## src/rtl/stats_uart_reporter.sv

```systemverilog
// ============================================================================
// stats_uart_reporter
//
// Purpose:
//   Snapshots the CPU instruction-mix and cycle counters on a start request
//   and sends them off-chip as one 9-byte packet on a UART 8N1 transmit line.
//   Packet order: HEADER, i[15:8], i[7:0], r[15:8], r[7:0], j[15:8], j[7:0],
//   cnt_clk[15:8], cnt_clk[7:0]. Counters are zero-extended to 16 bits.
//   Each byte is framed as: start bit (0), 8 data bits LSB first, stop bit (1).
//   Every bit is held for CLKS_PER_BIT cycles. Bytes follow each other with
//   no idle gap.
//
// Parameters:
//   CNT_W         counter width (1..16)
//   CLKS_PER_BIT  clk cycles per UART bit (>= 2)
//   HEADER        first byte of every packet
//
// Ports:
//   clk      in   1      rising-edge clock
//   reset    in   1      asynchronous, active-low reset
//   start    in   1      report request, sampled only while idle (IDLE or DONE)
//   i        in   CNT_W  I-type instruction count
//   r        in   CNT_W  R-type instruction count
//   j        in   CNT_W  J-type instruction count
//   cnt_clk  in   CNT_W  cycle count
//   tx       out  1      UART serial output, idles high
//   busy     out  1      high from packet acceptance until the last stop bit ends
//   done     out  1      one-cycle pulse after the last stop bit ends
// ============================================================================
module stats_uart_reporter #(
    parameter int         CNT_W        = 11,
    parameter int         CLKS_PER_BIT = 868,
    parameter logic [7:0] HEADER       = 8'hA5
) (
    input  logic             clk,
    input  logic             reset,
    input  logic             start,
    input  logic [CNT_W-1:0] i,
    input  logic [CNT_W-1:0] r,
    input  logic [CNT_W-1:0] j,
    input  logic [CNT_W-1:0] cnt_clk,
    output logic             tx,
    output logic             busy,
    output logic             done
);

    localparam int               TIMER_W   = (CLKS_PER_BIT > 2) ? $clog2(CLKS_PER_BIT) : 1;
    localparam logic [TIMER_W-1:0] TIMER_MAX = TIMER_W'(CLKS_PER_BIT - 1);
    localparam logic [3:0]       LAST_BYTE = 4'd8;
    localparam logic [2:0]       LAST_BIT  = 3'd7;

    typedef enum logic [2:0] {
        IDLE,
        START_BIT,
        DATA_BITS,
        STOP_BIT,
        DONE
    } state_t;

    state_t               state;
    state_t               state_next;

    logic [TIMER_W-1:0]   bit_timer;
    logic [TIMER_W-1:0]   bit_timer_next;
    logic [2:0]           bit_idx;
    logic [2:0]           bit_idx_next;
    logic [3:0]           byte_idx;
    logic [3:0]           byte_idx_next;
    logic [7:0]           shift_reg;
    logic [7:0]           shift_next;
    logic                 tx_next;
    logic                 busy_next;
    logic                 done_next;
    logic                 snap_load;
    logic                 timer_wrap;

    logic [15:0]          i_snap;
    logic [15:0]          r_snap;
    logic [15:0]          j_snap;
    logic [15:0]          clk_snap;

    logic [3:0]           byte_sel;
    logic [7:0]           next_byte;

    // The counters are captured on the accept edge so the inputs may change
    // freely while the packet is on the wire.
    always_ff @(posedge clk or negedge reset) begin
        if (!reset) begin
            i_snap   <= '0;
            r_snap   <= '0;
            j_snap   <= '0;
            clk_snap <= '0;
        end else if (snap_load) begin
            i_snap   <= 16'(i);
            r_snap   <= 16'(r);
            j_snap   <= 16'(j);
            clk_snap <= 16'(cnt_clk);
        end
    end

    // Selects the byte that follows the current one. The header is loaded
    // directly on accept, so only indices 1..8 come from the snapshot.
    always_comb begin
        byte_sel  = byte_idx + 4'd1;
        next_byte = HEADER;
        case (byte_sel)
            4'd1:    next_byte = i_snap[15:8];
            4'd2:    next_byte = i_snap[7:0];
            4'd3:    next_byte = r_snap[15:8];
            4'd4:    next_byte = r_snap[7:0];
            4'd5:    next_byte = j_snap[15:8];
            4'd6:    next_byte = j_snap[7:0];
            4'd7:    next_byte = clk_snap[15:8];
            4'd8:    next_byte = clk_snap[7:0];
            default: next_byte = HEADER;
        endcase
    end

    // State, timers, shift register and the registered outputs all update
    // together, so tx/busy/done change exactly on the bit boundaries.
    always_ff @(posedge clk or negedge reset) begin
        if (!reset) begin
            state     <= IDLE;
            bit_timer <= '0;
            bit_idx   <= '0;
            byte_idx  <= '0;
            shift_reg <= '0;
            tx        <= 1'b1;
            busy      <= 1'b0;
            done      <= 1'b0;
        end else begin
            state     <= state_next;
            bit_timer <= bit_timer_next;
            bit_idx   <= bit_idx_next;
            byte_idx  <= byte_idx_next;
            shift_reg <= shift_next;
            tx        <= tx_next;
            busy      <= busy_next;
            done      <= done_next;
        end
    end

    // Next-state logic. The outputs computed here are the values that tx,
    // busy and done take after the coming edge. The DONE cycle behaves like
    // IDLE for acceptance, so a held start re-arms without a gap cycle.
    always_comb begin
        state_next     = state;
        bit_timer_next = bit_timer;
        bit_idx_next   = bit_idx;
        byte_idx_next  = byte_idx;
        shift_next     = shift_reg;
        tx_next        = tx;
        busy_next      = busy;
        done_next      = 1'b0;
        snap_load      = 1'b0;
        timer_wrap     = (bit_timer == TIMER_MAX);

        case (state)
            IDLE, DONE: begin
                state_next = IDLE;
                tx_next    = 1'b1;
                busy_next  = 1'b0;
                if (start) begin
                    state_next     = START_BIT;
                    snap_load      = 1'b1;
                    bit_timer_next = '0;
                    bit_idx_next   = '0;
                    byte_idx_next  = '0;
                    shift_next     = HEADER;
                    tx_next        = 1'b0;
                    busy_next      = 1'b1;
                end
            end

            START_BIT: begin
                bit_timer_next = timer_wrap ? '0 : bit_timer + 1'b1;
                if (timer_wrap) begin
                    state_next   = DATA_BITS;
                    bit_idx_next = '0;
                    tx_next      = shift_reg[0];
                    shift_next   = {1'b0, shift_reg[7:1]};
                end
            end

            DATA_BITS: begin
                bit_timer_next = timer_wrap ? '0 : bit_timer + 1'b1;
                if (timer_wrap) begin
                    if (bit_idx == LAST_BIT) begin
                        state_next   = STOP_BIT;
                        bit_idx_next = '0;
                        tx_next      = 1'b1;
                    end else begin
                        bit_idx_next = bit_idx + 3'd1;
                        tx_next      = shift_reg[0];
                        shift_next   = {1'b0, shift_reg[7:1]};
                    end
                end
            end

            STOP_BIT: begin
                bit_timer_next = timer_wrap ? '0 : bit_timer + 1'b1;
                if (timer_wrap) begin
                    if (byte_idx == LAST_BYTE) begin
                        state_next    = DONE;
                        byte_idx_next = '0;
                        tx_next       = 1'b1;
                        busy_next     = 1'b0;
                        done_next     = 1'b1;
                    end else begin
                        state_next    = START_BIT;
                        byte_idx_next = byte_sel;
                        shift_next    = next_byte;
                        tx_next       = 1'b0;
                    end
                end
            end

            default: begin
                state_next     = IDLE;
                bit_timer_next = '0;
                bit_idx_next   = '0;
                byte_idx_next  = '0;
                tx_next        = 1'b1;
                busy_next      = 1'b0;
            end
        endcase
    end

endmodule
```

## config.mk

```make
export PLATFORM = sky130hd
export DESIGN_NAME = stats_uart_reporter
export DESIGN_NICKNAME = d
export VERILOG_FILES = /design/src/rtl/stats_uart_reporter.sv
export SDC_FILE = /design/constraint.sdc
export NUM_CORES = 1
export LEC_CHECK = 0
export CORE_MARGIN = 2
export CORE_UTILIZATION = 55
export CTS_CLUSTER_DIAMETER = 80
export DETAILED_ROUTE_END_ITERATION = 8
export PLACE_DENSITY = 0.79
export SYNTH_ARGS = -nofsm -noshare
export SYNTH_HDL_FRONTEND = slang
export SYNTH_SLANG_ARGS = --single-unit
```

## constraint.sdc

```tcl
create_clock -name clk -period 5.8 [get_ports clk]
set_clock_uncertainty 0.1 [all_clocks]
set_input_delay 1.16 -clock clk [delete_from_list [all_inputs] [get_ports clk]]
set_output_delay 1.16 -clock clk [all_outputs]
set_load 0.005 [all_outputs]
```

## Yosys cells after proc, flatten, opt, wreduce, memory -nomap -nowiden

Index checks and enable logic that the tools add are counted.

- Flip-flop bits (word level): 75
- Output and inout port bits: 3
- Word-level logic and storage cells: 92

- Add/sub/neg operators: 3
- Eq/ne operators: 23
- Multiplexer cells: 41
- Bitwise gates (word level): 2
- Reductions and logical operators: 11

Operators with widths:

| operator | count |
|---|---|
| one-hot mux 8 bit (8 select lines) | 1 |
| 2-to-1 mux 8 bit | 6 |
| one-hot mux 8 bit (4 select lines) | 1 |
| 2-to-1 mux 3 bit | 9 |
| one-hot mux 3 bit (4 select lines) | 2 |
| 2-to-1 mux 10 bit | 2 |
| one-hot mux 10 bit (2 select lines) | 1 |
| == test 4 x 3 -> 1 bit (second input constant) | 4 |
| inequality test 2 bit (second input constant) | 8 |
| 2-to-1 mux 1 bit | 13 |
| 2-to-1 mux 4 bit | 3 |
| one-hot mux 4 bit (3 select lines) | 1 |
| adder 10 x 1 -> 10 bit (second input constant) | 1 |
| == test 10 bit (second input constant) | 1 |
| AND reduction 3 bit | 3 |
| == test 4 x 2 -> 1 bit (second input constant) | 2 |
| == test 4 bit (second input constant) | 2 |
| AND reduction 4 bit | 2 |
| AND reduction 7 bit | 1 |
| == test 3 x 2 -> 1 bit (second input constant) | 2 |
| == test 3 bit (second input constant) | 2 |
| adder 4 x 1 -> 4 bit (second input constant) | 1 |
| == test 4 x 1 -> 1 bit (second input constant) | 1 |
| one-hot mux 1 bit (4 select lines) | 1 |
| other kinds (8) | 10 |

## Longest topological paths before layout

- Depth in word-level cells: 6
- Gate-level depth with buffers: 10
- Gate-level depth less buffers: 8

## Worst setup path after synthesis

OpenSTA, ideal clock, no wires.

- Kind: input-to-reg
- From: in start
- To: reg clk_snap[0]
- Setup time: 125 ps
- Arrival time: 2051 ps
- Required time: 5575 ps
- Path slack: 3525 ps
- Stages: 4
- Buffers on the path: 2
- Path through: and2_1 > buf_2 > buf_2 > mux2_2

- Word-level cells in the longest chain between the ends: 2

Ends and longest elaborated chain:

| item | line | source |
|---|---|---|
| start, declared | 37 | `input logic start,` |
| 2-to-1 mux 1 bit | 163 | `if (start) begin` |
| 2-to-1 mux 1 bit | 158 | `case (state)` |
| end signal, assigned | 97 | `clk_snap <= 16'(cnt_clk);` |
| end, declared | 80 | `logic [15:0] clk_snap;` |

No other way between the ends.
A chain may end at the register's enable or synchronous reset.

## Final worst setup path

- From: in start
- To: reg shift_reg[7]

- Word-level cells in the longest chain between the ends: 2

Ends and longest elaborated chain:

| item | line | source |
|---|---|---|
| inequality test 2 bit (no source line) | -- |  |
| AND reduction 7 bit (no source line) | -- |  |
| end signal, assigned | 136 | `shift_reg <= shift_next;` |
| end, declared | 69 | `logic [7:0] shift_reg;` |

No other way between the ends.

==> results list <==
- Number of clock sinks seen by CTS: 75
* Via count normalized by instance count: 5.84
- Final Critical Period: 3.35 ns
- Of the available clock period, the critical path in the final layout requires 0.578.
- Of all nets on the critical path, the largest fanout is 48.
* Overall via count from detail_route: 2998
- The worst setup path is launched from a primary input.
- The first global-routing pass estimated 13900 µm of wire.
- Tot GR Track Use: 0.229
- Number of synthesized flops with an enable pin: 0
- Measured along the y axis, the die boundary spans 88.2 µm.
- H-tree lvl count: 3
- Across all setup checks in the final design, the least slack found is 2.45 ns.
- The congestion estimate from routability-driven global placement came to 0.890.
- Synth top area cells: sky130_fd_sc_hd__dfrtp_1 48%, sky130_fd_sc_hd__mux2_2 13%, sky130_fd_sc_hd__o21ai_0 4.0%
* Slew margin rel.: 0.287
* Worst hold margin: 0.387 ns
* Number of nets still failing antenna checks after routing: 0
- Most frequent cells after synthesis: 74 x sky130_fd_sc_hd__dfrtp_1, 46 x sky130_fd_sc_hd__mux2_2, 39 x sky130_fd_sc_hd__nand2_1
* Number of cell rows: 30
* TritonCTS clock tree: done
* TritonCTS Buffers: 9
- The flow ran to the end, and the final reports show no timing, DRC or antenna violations.
- Gr ovfl total: 0
- Pin placement for this block handled 50 I/O pins.
* Clock Pin Slew Worst Setup and Hold Paths: 0.08 ns
- Transition time at the pin with the least slew margin: 1.07 ns
- Counting tap cells, the placed design contains a total of 497 instances.
- Diodes inserted: 0
* Netlist cell types: 55
- Gates resized during post-CTS repair numbered 0.
- Standby leakage power: 1.97 nW
* Final-report max-slew violation count: 0
- At the end of the flow, the number of nets in the layout was 468.
- The number of nets handed over by synthesis was 429.
- Number of filler cells placed in the layout: 544
- In this run the cell area of the synthesized design comes to 3890 µm².
* Syn Area/Cell: 10.4 µm²
- Fmax achieved: 298 MHz
* Starting density of the core: 0.570
* Syn Inst Count: 373
- First-iteration detailed-routing DRC count: 290
- Library cell with the highest instance count after synthesis: sky130_fd_sc_hd__dfrtp_1
- The count of cells in the finished layout, fillers not included, comes to 513.
- Setup violations remaining at the end of the flow were counted as 0.
- The worst setup path is captured at a flop.
* Area overhead of the layout relative to synthesis: 17.9%
- The root buffer cell chosen for the clock tree is sky130_fd_sc_hd__clkbuf_8.
- The synthesized design contains 75 register bits.
- Worst setup path category: primary input to flop
* Share of synthesized flip-flops with an asynchronous set or reset: 1.00
- The share of synthesized area in the top cell type comes to 0.475.
* Pin count of the biggest net entering global routing: 49
* Worst slack after detailed placement: 2.08 ns
- The number of failing hold endpoints at the final stage was 0.
* Sum of negative setup slack: 0 ns
- Clock latency on the worst-skew pair, taken at its later pin, is 0.35 ns.
* Count of buffers from port buffering: 49
- In this run, post-CTS hold repair placed 0 buffers.
- Buffers inserted during post-CTS setup optimization: 0
- Routed wire length: 8140 µm
- After detailed routing, the number of remaining DRC violations is 0.
- Share of layout cells above drive strength 1: 0.173
* Sequential area share after synthesis: 0.482
- The floorplan step defined a core boundary enclosing 6830 µm².
- After detailed placement, the total cell area comes to 4400 µm².
- Maximum clock insertion buffer count: 2
* Vias in the first global route: 2960
- IR analysis of the VDD net gives a maximum drop of 0.000113 V.
* Hold crit path type: flop to flop
* Antenna violations before repair: 0
* DIE AREA: 7770 µm²
- For the worst setup path, the data required time is 5.93 ns.
- For this run, the leading register cell type out of synthesis is sky130_fd_sc_hd__dfrtp_1.
- Across the run, the number of max-cap violations was 0.
* Wirelength per Cell: 15.9 µm
- Once layout is done, the placed cells without fillers occupy 4590 µm².
- Leading area contributor after synthesis: sky130_fd_sc_hd__dfrtp_1
- RSZ-0062 raised after global routing: false
- From left edge to right edge, the die measures 88.2 µm.
* Yosys warns: 0
- Estimated wirelength of the detail-placed design: 5710 µm
- The first TritonRoute pass finished after 5 iterations.
- In this run the power density over the cells is 215 nW/µm².
- Data arrival, critical path: 3.48 ns
-- routing by layer --
layer	share of wire	vias up	global-route usage
li1	-	1434	-
met2	0.49	56	0.371
met1	0.46	1500	0.320
met5	0	-	0
met4	0.0070	0	0.0716
met3	0.038	8	0.0368
-- metrics by stage --
step / power [W] / utilization
CTS: 0.000994 / 0.672
detailed placement: 0.000600 / 0.644
floorplan: 0.000554 / -
finish: 0.000985 / 0.672
global route: 0.00102 / 0.672
global placement: 0.000599 / 0.644
-- report_power, final --
group | switching, W | leakage, nW | internal, W
logic | 0.0000290 | 0.927 | 0.0000341
clock network | 0.000194 | 0.0983 | 0.000202
registers | 0.00000244 | 0.950 | 0.000524
-- worst max-delay path, cell delays in order --
cell and delay, ns:
sky130_fd_sc_hd__clkdlybuf4s50_1 0.47, sky130_fd_sc_hd__and2_2 0.84, sky130_fd_sc_hd__o211a_1 0.59, sky130_fd_sc_hd__nand2_1 0.11, sky130_fd_sc_hd__nor2_1 0.20, sky130_fd_sc_hd__a31oi_1 0.11
-- final timing paths --
kind / start / end / slack (ns) / cells past startpoint
worst max-delay path: start / shift_reg[7] / 2.45 / 6
max in group asynchronous: reset / tx / 3.75 / 2
worst min register to register: bit_timer[9] / bit_timer[9] / 0.39 / 1
min in group asynchronous: reset / i_snap[10] / 0.83 / 1
worst max register to register: byte_idx[0] / shift_reg[1] / 2.96 / 7
worst min-delay path: bit_timer[9] / bit_timer[9] / 0.39 / 1
-- cell type report --
type,instances,area (µm²),area share
clock inverter,5,61.3,0.0134
multi-input combinational,268,1870,0.407
inverter,7,28.8,0.00627
tap,96,120,0.0262
sequential,75,1880,0.409
timing repair buffer,51,500,0.109
clock buffer,11,131,0.0286
-- logic make-up after synthesis --
kind of cell / after synthesis / share of synthesized area
simple gates: 107 / 0.132
mux: 49 / 0.141
buf+inv: 30 / 0.0379
flops: 75 / 0.482
xor+xnor: 5 / 0.0132
compound gates: 98 / 0.165
fa+ha+maj: 9 / 0.0289
-- layout by cell type (no fill, tap or decap), types with 3 or more instances in the layout --
| cell type | count |
|---|---|
| sky130_fd_sc_hd__dfrtp_1 | 74 |
| sky130_fd_sc_hd__clkdlybuf4s50_1 | 48 |
| sky130_fd_sc_hd__mux2_2 | 46 |
| sky130_fd_sc_hd__nand2_1 | 39 |
| sky130_fd_sc_hd__o21ai_0 | 31 |
| sky130_fd_sc_hd__nor2_1 | 28 |
| sky130_fd_sc_hd__a22oi_1 | 11 |
| sky130_fd_sc_hd__a21oi_1 | 10 |
| sky130_fd_sc_hd__ha_1 | 9 |
| sky130_fd_sc_hd__clkbuf_8 | 9 |
| sky130_fd_sc_hd__inv_1 | 6 |
| sky130_fd_sc_hd__nand4_1 | 6 |
| sky130_fd_sc_hd__a211oi_1 | 6 |
| sky130_fd_sc_hd__nand3_1 | 5 |
| sky130_fd_sc_hd__a31oi_1 | 5 |
| sky130_fd_sc_hd__o31ai_1 | 5 |
| sky130_fd_sc_hd__nand3b_1 | 4 |
| sky130_fd_sc_hd__nor3_1 | 4 |
| sky130_fd_sc_hd__a221oi_1 | 4 |
| sky130_fd_sc_hd__and2_1 | 3 |
| sky130_fd_sc_hd__or3_1 | 3 |
| sky130_fd_sc_hd__xnor2_1 | 3 |
| sky130_fd_sc_hd__o21ai_1 | 3 |
| sky130_fd_sc_hd__o21a_1 | 3 |
| sky130_fd_sc_hd__nor2b_1 | 3 |
| sky130_fd_sc_hd__a222oi_1 | 3 |
| sky130_fd_sc_hd__a21o_1 | 3 |
Power figures use the tool's default switching activity.
